$ cat config.mk
export PLATFORM = sky130hd
export DESIGN_NAME = mc_control
export DESIGN_NICKNAME = d
export VERILOG_FILES = /design/src/rtl/mc_control.sv
export SDC_FILE = /design/constraint.sdc
export NUM_CORES = 1
export LEC_CHECK = 0
export ABC_AREA = 1
export CAP_MARGIN = 20
export CORE_MARGIN = 1.5
export CORE_UTILIZATION = 25
export DETAILED_ROUTE_END_ITERATION = 7
export HOLD_SLACK_MARGIN = 0.02
export PLACE_DENSITY = 0.45
export SETUP_SLACK_MARGIN = 0.1
export SLEW_MARGIN = 15
export SYNTH_ARGS = -nofsm -noshare
export SYNTH_HDL_FRONTEND = slang
export SYNTH_SLANG_ARGS = --single-unit
$ cat constraint.sdc
create_clock -name Clk -period 3.46 [get_ports Clk]
set_clock_uncertainty 0.15 [all_clocks]
set_input_delay 0.346 -clock Clk [delete_from_list [all_inputs] [get_ports Clk]]
set_output_delay 0.346 -clock Clk [all_outputs]
set_load 0.01 [all_outputs]
$ cat src/rtl/mc_control.sv
// mc_control: multicycle processor control FSM with a saturating retired-instruction counter
module mc_control #(
  parameter int OPW       = 4,
  parameter int MCODEBITS = 9,
  parameter int ALUOPW    = 4,
  parameter int CNTW      = 16
) (
  input  logic                 Clk,
  input  logic                 Reset,
  input  logic                 Start,
  input  logic [MCODEBITS-1:0] Instr,
  input  logic                 MemReady,
  input  logic                 Zero,
  output logic                 PCWrite,
  output logic                 PCSrc,
  output logic                 IRWrite,
  output logic                 Branch,
  output logic                 MemRead,
  output logic                 MemWrite,
  output logic                 MemtoReg,
  output logic                 ALUSrc,
  output logic                 RegWrite,
  output logic [ALUOPW-1:0]    ALUOp,
  output logic [1:0]           RegDst,
  output logic                 Halt,
  output logic                 Illegal,
  output logic [CNTW-1:0]      Retired
);
  localparam logic [2:0] IDLE   = 3'd0;
  localparam logic [2:0] FETCH  = 3'd1;
  localparam logic [2:0] DECODE = 3'd2;
  localparam logic [2:0] EXEC   = 3'd3;
  localparam logic [2:0] MEM    = 3'd4;
  localparam logic [2:0] WB     = 3'd5;
  localparam logic [2:0] HALT   = 3'd6;
  logic [2:0] state, next;
  logic [OPW-1:0] opcode;
  logic retire;
  logic is_load, is_store, is_bne, is_halt, is_ill, is_imm;
  logic [ALUOPW-1:0] alu_op;
  logic [1:0] wb_dst;
  logic unused_instr_bits;
  assign unused_instr_bits = ^Instr[MCODEBITS-OPW-1:0];
  assign is_load  = opcode == OPW'(0);
  assign is_store = opcode == OPW'(1);
  assign is_bne   = opcode == OPW'(3);
  assign is_halt  = opcode == OPW'(10);
  assign is_ill   = opcode > OPW'(12);
  assign is_imm   = opcode inside {OPW'(6), OPW'(7), OPW'(8), OPW'(9)};
  assign alu_op = opcode == OPW'(2)  ? ALUOPW'(4'b0001) :
                  opcode == OPW'(3)  ? ALUOPW'(4'b0010) :
                  opcode == OPW'(4)  ? ALUOPW'(4'b0011) :
                  opcode == OPW'(6)  ? ALUOPW'(4'b0100) :
                  opcode == OPW'(7)  ? ALUOPW'(4'b0101) :
                  opcode == OPW'(9)  ? ALUOPW'(4'b1000) :
                  opcode == OPW'(11) ? ALUOPW'(4'b1010) :
                  opcode == OPW'(12) ? ALUOPW'(4'b1011) : ALUOPW'(4'b0111);
  assign wb_dst = opcode == OPW'(5) ? 2'd2 :
                  (is_load || opcode inside {OPW'(6), OPW'(7), OPW'(8)}) ? 2'd1 : 2'd0;
  // next-state and Moore/Mealy outputs from state, latched opcode, Zero and MemReady
  always_comb begin
    next     = state;
    PCWrite  = 1'b0;
    PCSrc    = 1'b0;
    IRWrite  = 1'b0;
    Branch   = 1'b0;
    MemRead  = 1'b0;
    MemWrite = 1'b0;
    MemtoReg = 1'b0;
    ALUSrc   = 1'b0;
    RegWrite = 1'b0;
    ALUOp    = ALUOPW'(4'b0111);
    RegDst   = 2'd0;
    Halt     = 1'b0;
    Illegal  = 1'b0;
    retire   = 1'b0;
    case (state)
      IDLE: next = Start ? FETCH : IDLE;
      FETCH: begin
        MemRead = 1'b1;
        IRWrite = MemReady;
        next    = MemReady ? DECODE : FETCH;
      end
      DECODE: begin
        Illegal = is_ill;
        PCWrite = is_ill;
        retire  = is_halt;
        next    = is_halt ? HALT : is_ill ? FETCH : EXEC;
      end
      EXEC: begin
        ALUOp   = alu_op;
        ALUSrc  = is_imm;
        Branch  = is_bne;
        PCWrite = is_bne;
        PCSrc   = is_bne & ~Zero;
        retire  = is_bne;
        next    = (is_load || is_store) ? MEM : is_bne ? FETCH : WB;
      end
      MEM: begin
        MemRead  = is_load;
        MemWrite = is_store;
        PCWrite  = is_store & MemReady;
        retire   = is_store & MemReady;
        next     = !MemReady ? MEM : is_load ? WB : FETCH;
      end
      WB: begin
        RegWrite = 1'b1;
        PCWrite  = 1'b1;
        MemtoReg = is_load;
        RegDst   = wb_dst;
        retire   = 1'b1;
        next     = FETCH;
      end
      HALT: begin
        Halt = 1'b1;
        next = Start ? FETCH : HALT;
      end
      default: next = IDLE;
    endcase
  end
  // state, opcode latch and saturating retire counter
  always_ff @(posedge Clk or negedge Reset) begin
    if (!Reset) begin
      state   <= IDLE;
      opcode  <= '0;
      Retired <= '0;
    end else begin
      state <= next;
      if (state == FETCH && MemReady) opcode <= Instr[MCODEBITS-1 -: OPW];
      if (retire && !(&Retired)) Retired <= Retired + CNTW'(1);
    end
  end
endmodule
==> results of run 1 <==
==> Yosys cell counts <==
cell type   n
nand2_4     1
nand2_1    99
nor3_1      2
nor2_2      4
dfrtp_1    23
nor2_1     32
o21ai_1     2
inv_2       6
clkinv_1    1
a21oi_1     3
nand3_2     2
inv_1      27
o22ai_1     2
nor2_4      1
nand4_1     5
nand3_1    19
buf_4       1
buf_6       1
xnor2_1     3
nor4_1      1
buf_2       2
xor2_1      4
o2111ai_1   1
o21ai_0    13
nand3b_1    1
ha_1        1
==> per-layer routing <==
metal,vias up,part of all wire
met5,-,0
met4,0,0.0050
met3,2,0.040
met2,38,0.43
met1,793,0.53
li1,890,-
==> layout by cell type, fill, tap and decap left out, types with 2 or more instances in the layout <==
cell             count
nand2_1             99
clkdlybuf4s50_1     41
nor2_1              32
inv_1               27
dfrtp_1             23
nand3_1             19
o21ai_0             13
inv_2                6
nand4_1              5
nor2_2               4
xor2_1               4
a21oi_1              3
xnor2_1              3
clkbuf_8             3
o22ai_1              2
nor3_1               2
nand3_2              2
o21ai_1              2
==> worst min-delay path by stage <==
stage | startpoint | endpoint
5_1_grt | Reset | Retired[9]
2_1_floorplan | Reset | Retired[0]
3_3_place_gp | Retired[1] | Retired[1]
4_1_cts | Reset | Retired[3]
6_report | Reset | Retired[11]
3_5_place_dp | Retired[1] | Retired[1]
==> through the flow <==
step | hold WS, ps | power, mW | util | setup slack, ps | instances
2_1_floorplan | -99.6 | 0.743 | - | 1760 | 257
3_3_place_gp | 375 | 0.947 | 0.335 | 1180 | 372
3_5_place_dp | 371 | 0.942 | 0.335 | 1170 | 372
4_1_cts | 295 | 1.13 | 0.342 | 958 | 376
5_1_grt | 326 | 1.21 | 0.342 | 724 | 376
6_report | 284 | 1.10 | 0.342 | 978 | 376
==> worst max-delay path, delay by kind of cell (launching register included) <==
family | cells | cell delay, ps
buf+inv | 3 | 760
simple gates | 5 | 540
flops | 1 | 420
==> logic make-up after synthesis <==
group,Yosys count
simple gates,167
buf+inv,38
flops,23
compound gates,21
xor+xnor,7
fa+ha+maj,1
==> power by group <==
part           total [mW]  switching, mW  internal [mW]
Sequential          0.402         0.0761          0.326
Combinational       0.529          0.324          0.206
Clock               0.172         0.0902         0.0823
Total                1.10          0.490          0.614
==> layout make-up <==
class | instances | area share
inverter | 34 | 0.0592
sequential | 23 | 0.267
multi-input combinational | 196 | 0.415
timing repair buffer | 42 | 0.194
tap | 77 | 0.0447
clock buffer | 4 | 0.0209
==> registers in the layout, summed over array words and instances (netlist names) <==
| signal | count |
|---|---|
| Retired | 16 |
| opcode | 4 |
| state | 3 |
==> impl_metrics.csv, run 1 <==
group,metric,value,unit
worst_setup_path,cp-endpoint,"PCWrite",
layout,seqCellArea,576,um2
clocking,cts_tree,"built",
clocking,cts_buffer_depth,2,
clocking,clk_pin_slew,90,ps
layout,diodes,0,
timing,finalHoldViolations,0,
clocking,cts_htree_levels,1,
floorplanning,initial_core_util,0.258,
synth,synth_simple_gate_area_frac,0.436,
timing,drv_slew,0,
worst_setup_path,r2r_end,"Retired[6]",
global_routing,grt_util_met2,0.188,
global_routing,use_met3,0.0257,
clocking,cts_buffers,3,
worst_hold_path,hold_class,"in -> async",
power,p_leak,0.990,nW
timing,relSlewSlack,0.714,
timing,setup_viol,0,
worst_setup_path,max_stage_delay,540,ps
placed_design,place_area,2110,um2
worst_setup_path,start_kind,"flop",
power,power_density,512,nW/um2
worst_setup_path,worst_r2r_path_depth,8,
synth,yosys_warnings,0,
clocking,postCtsSetupRepairBufs,0,
worst_setup_path,cp_slowest_cell,"clkdlybuf4s50_1",
synth,synth_top_family_by_area,"simple AND/OR/NAND/NOR gates",
synth,synth_compound_area_frac,0.0685,
clocking,clock_latency,270,ps
layout,layout.nets,315,
drt,drtAntennaViolNets,0,
timing,rsz0062_at_grt,"no",
synth,synthXorXnorAreaFrac,0.0377,
synth,synth.top_cell.area_share,0.354,
worst_setup_path,crit_start,"opcode[3]",
timing,finalSetupTns,0,ps
global_routing,grt_pass1_vias,1476,
floorplanning,top_level_ports,47,
timing,fmax,0.403,GHz
drt,wirelength,4.40,mm
global_routing,grtUsageMet1,0.198,
global_routing,antenna_found_initial,0,
floorplanning,die_h,83.7,um
worst_setup_path,crit_chain,"inv_1, nand2_1, nor2_1, nand2_1, inv_1, nor2_1, nand2_1, clkdlybuf4s50_1",
global_routing,grt_util_all_layers,0.129,
placed_design,io_buffers,41,
synth,netlist-cell-type-count,26,
synth,seq_area_frac_synth,0.354,
layout,area_growth,32.6,%
synth,syn-num-nets,272,
drt,vias,1723,
drt,firstDrtPassIters,4,
placed_design,post-dp-hpwl,3.44,mm
synth,netlist_instances,257,
drt,vias_per_cell,4.58,
clocking,cts_root_buf,"clkbuf_8",
synth,synth_fa_ha_area_frac,0.00769,
timing,tightest_slew,426,ps
global_routing,grt_pass1_wl,7.41,mm
global_routing,busiest_layer,"met1",
worst_setup_path,crit_arrival,1990,ps
layout,multi_input_area,895,um2
synth,synthesis.area,1630,um2
synth,muxShareOfSynthArea,0,
clocking,cts_sinks,23,
clocking,ctsHoldBuffers,0,
worst_setup_path,r2r-start,"opcode[3]",
floorplanning,num_rows,29,
worst_setup_path,critical_path_required,2960,ps
status,outcome,"finished clean",
worst_setup_path,crit_top_cell,"nand2_1",
layout,drive_gt1_frac,0.0602,
layout,fill_cells,695,
global_routing,grt_max_degree,24,
clocking,ctsResizeCount,0,
synth,synth_top_cell_by_area,"dfrtp_1",
worst_setup_path,r2r_slack,1580,ps
placed_design,gp_congestion,0.867,
drt,wl_per_cell,11.7,um
flow_run,drv_cap,0,
timing,fin_crit_sh,0.717,
power,peakVddDrop,267,uV
floorplanning,die-area,7000,um2
global_routing,grt-ovfl-total,0,
timing,period_needed,2480,ps
worst_setup_path,cp_max_fo,5,
synth,yosys_register_bits,23,
drt,drt_iter0_markers,98,
synth,synthTopCellsByArea,"dfrtp_1 35%, nand2_1 23%, nor2_1 7.4%, inv_1 6.2%, nand3_1 5.8%",
synth,synth.avg_cell_area,6.33,um2
floorplanning,die_width,83.7,um
drt,drc,0,
floorplanning,coreArea,6310,um2
worst_setup_path,end_kind,"output port",
worst_setup_path,path_class,"reg -> out",
layout,finalInstanceArea,2160,um2
No activity file was read; power rests on OpenSTA's default activity.
==> run 2, diff against run 1 <==
Settings changed: PLACE_DENSITY 0.45 to 0.46.
Clock period 3.46 ns to 2.2 ns, I/O delays scaled along.
==> impl_metrics.csv, run 2 (synthesis gave the netlist of run 1 again) <==
group,metric,value,unit
worst_setup_path,crit_chain,"inv_1, nand2_2, nor2_4, buf_4, nand2_2, inv_1, nor2_1, nand2_1, clkdlybuf4s15_1",
drt,drt_iter0_markers,63,
timing,relSlewSlack,0.755,
layout,diodes,0,
timing,finalSetupTns,0,ps
drt,drtAntennaViolNets,0,
placed_design,post-dp-hpwl,3.43,mm
global_routing,grt_util_all_layers,0.135,
drt,drc,0,
layout,area_growth,37.5,%
drt,wl_per_cell,11.8,um
placed_design,dp_slack,154,ps
timing,worst_slack,231,ps
worst_setup_path,start_kind,"flop",
worst_setup_path,cp_slowest_cell,"dfrtp_1",
power,p_int,1.03,mW
worst_setup_path,cp_max_fo,5,
layout,fill_cells,708,
placed_design,gp_congestion,0.846,
clocking,cts_buffers,3,
clocking,cts_root_buf,"clkbuf_8",
drt,vias,1719,
clocking,cts_tree,"built",
floorplanning,die_width,83.7,um
power,peakVddDrop,376,uV
clocking,clk_pin_slew,90,ps
worst_setup_path,critical_path_required,1830,ps
floorplanning,top_level_ports,47,
power,sequentialPowerShare,0.335,
clocking,ctsHoldBuffers,0,
layout,drive_gt1_frac,0.110,
timing,setup_viol,0,
power,clkPwrFrac,0.150,
floorplanning,die_h,83.7,um
clocking,clock_latency,270,ps
global_routing,grt_pass1_wl,7.69,mm
drt,wirelength,4.53,mm
status,outcome,"finished clean",
worst_setup_path,path_class,"reg -> out",
drt,firstDrtPassIters,4,
worst_setup_path,max_stage_delay,410,ps
power,p_leak,1.11,nW
timing,fin_crit_sh,0.895,
layout,largest_reg_flops,16,
floorplanning,num_rows,29,
layout,layout.nets,324,
placed_design,io_buffers,41,
timing,fmax,0.508,GHz
clocking,cts_buffer_depth,2,
power,switching_share,0.442,
timing,drv_slew,0,
floorplanning,initial_core_util,0.258,
global_routing,antenna_found_initial,0,
layout,final_cell_mix,"97 x nand2_1, 29 x nor2_1, 27 x inv_1, 26 x clkdlybuf4s50_1, 21 x dfrtp_1",
clocking,cts_sinks,23,
global_routing,grt_pass1_vias,1630,
worst_setup_path,end_kind,"output port",
power,p_sw,0.817,mW
layout,final_common_cell,"nand2_1",
timing,rsz0062_at_grt,"no",
timing,finalHoldViolations,0,
worst_hold_path,hold_class,"in -> async",
worst_setup_path,crit_arrival,1600,ps
flow_run,drv_cap,0,
drt,vias_per_cell,4.46,
floorplanning,die-area,7000,um2
power,p_comb_frac,0.515,
global_routing,grt_max_degree,24,
floorplanning,coreArea,6310,um2
timing,period_needed,1970,ps
clocking,cts_htree_levels,1,
layout,largestRegisters,"Retired (16), opcode (4), state (3)",
power,power_density,826,nW/um2
timing,tightest_slew,364,ps
layout,top_register,"Retired",
global_routing,grt-ovfl-total,0,
## run 2: changes by cell type in the layout (fill, tap and decap cells not counted), moves of 2 or more
cell             previous run  this run
dfrtp_2                     0         2
nor2_2                      4         6
dfrtp_1                    23        21
dlygate4sd2_1               0        12
dlymetal6s2s_1              0         2
nand2_2                     0         2
buf_4                       1        10
nand2_1                    99        97
nor2_1                     32        29
clkdlybuf4s50_1            41        26
## run 2: path summary, 6_finish.rpt
kind,slack [ps],depth (start not counted),from,to
worst max register to register,340,9,Retired[0],Retired[5]
worst min register to register,390,2,Retired[1],Retired[1]
worst max-delay path,230,9,state[2],PCWrite
min in group Clk,350,3,Instr[7],opcode[2]
max in group asynchronous,1480,2,Reset,opcode[1]
worst min-delay path,150,2,Reset,Retired[8]
## run 2: per-stage QoR
stage	power, mW	util	std cells	hold slack [ps]	area [um2]
final	1.85	0.354	385	148	2240
after global routing	2.02	0.354	385	182	2240
after CTS	1.86	0.352	385	169	2220
after detailed placement	1.50	0.338	375	364	2130
after global placement	1.50	0.338	375	365	2130
after floorplan	1.17	-	257	-226	1630
## run 2: area by class of cell
cell class / count / area [um2] / area share
multi-input combinational: 196 / 912 / 0.408
clock buffer: 4 / 45.0 / 0.0201
sequential: 23 / 578 / 0.258
tap: 77 / 96.3 / 0.0431
inverter: 34 / 130 / 0.0582
timing repair buffer: 51 / 475 / 0.213
## run 2: power by group through the flow
stage	Clock, mW	Combinational [mW]	Sequential (mW)
after floorplan	0	0.556	0.613
after CTS	0.286	0.957	0.612
after global routing	0.299	1.08	0.636
after detailed placement	0	0.865	0.637
final	0.278	0.952	0.619
after global placement	0	0.865	0.638
## run 2: worst max-delay path: cells and delay by family (launching register included)
| kind | cells | cell delay (ps) |
|---|---|---|
| buffers and inverters | 4 | 540 |
| flip-flops | 1 | 410 |
| AND/OR/NAND/NOR | 5 | 400 |
## run 2: metal layers
| metal | track usage | vias to the layer above | routed length, um |
|---|---|---|---|
| li1 | - | 907 | - |
| met1 | 0.201 | 780 | 2380 |
| met2 | 0.205 | 28 | 1970 |
| met3 | 0.0168 | 4 | 132 |
| met4 | 0.0373 | 0 | 53 |
| met5 | 0 | - | 0 |
## run 2: repair_timing
item                       4_1_cts  5_1_grt
hold endpoints to repair         0        0
pin swaps                        1        0
setup buffers                    6        0
resized for setup               19        6
setup endpoints to repair       13        3
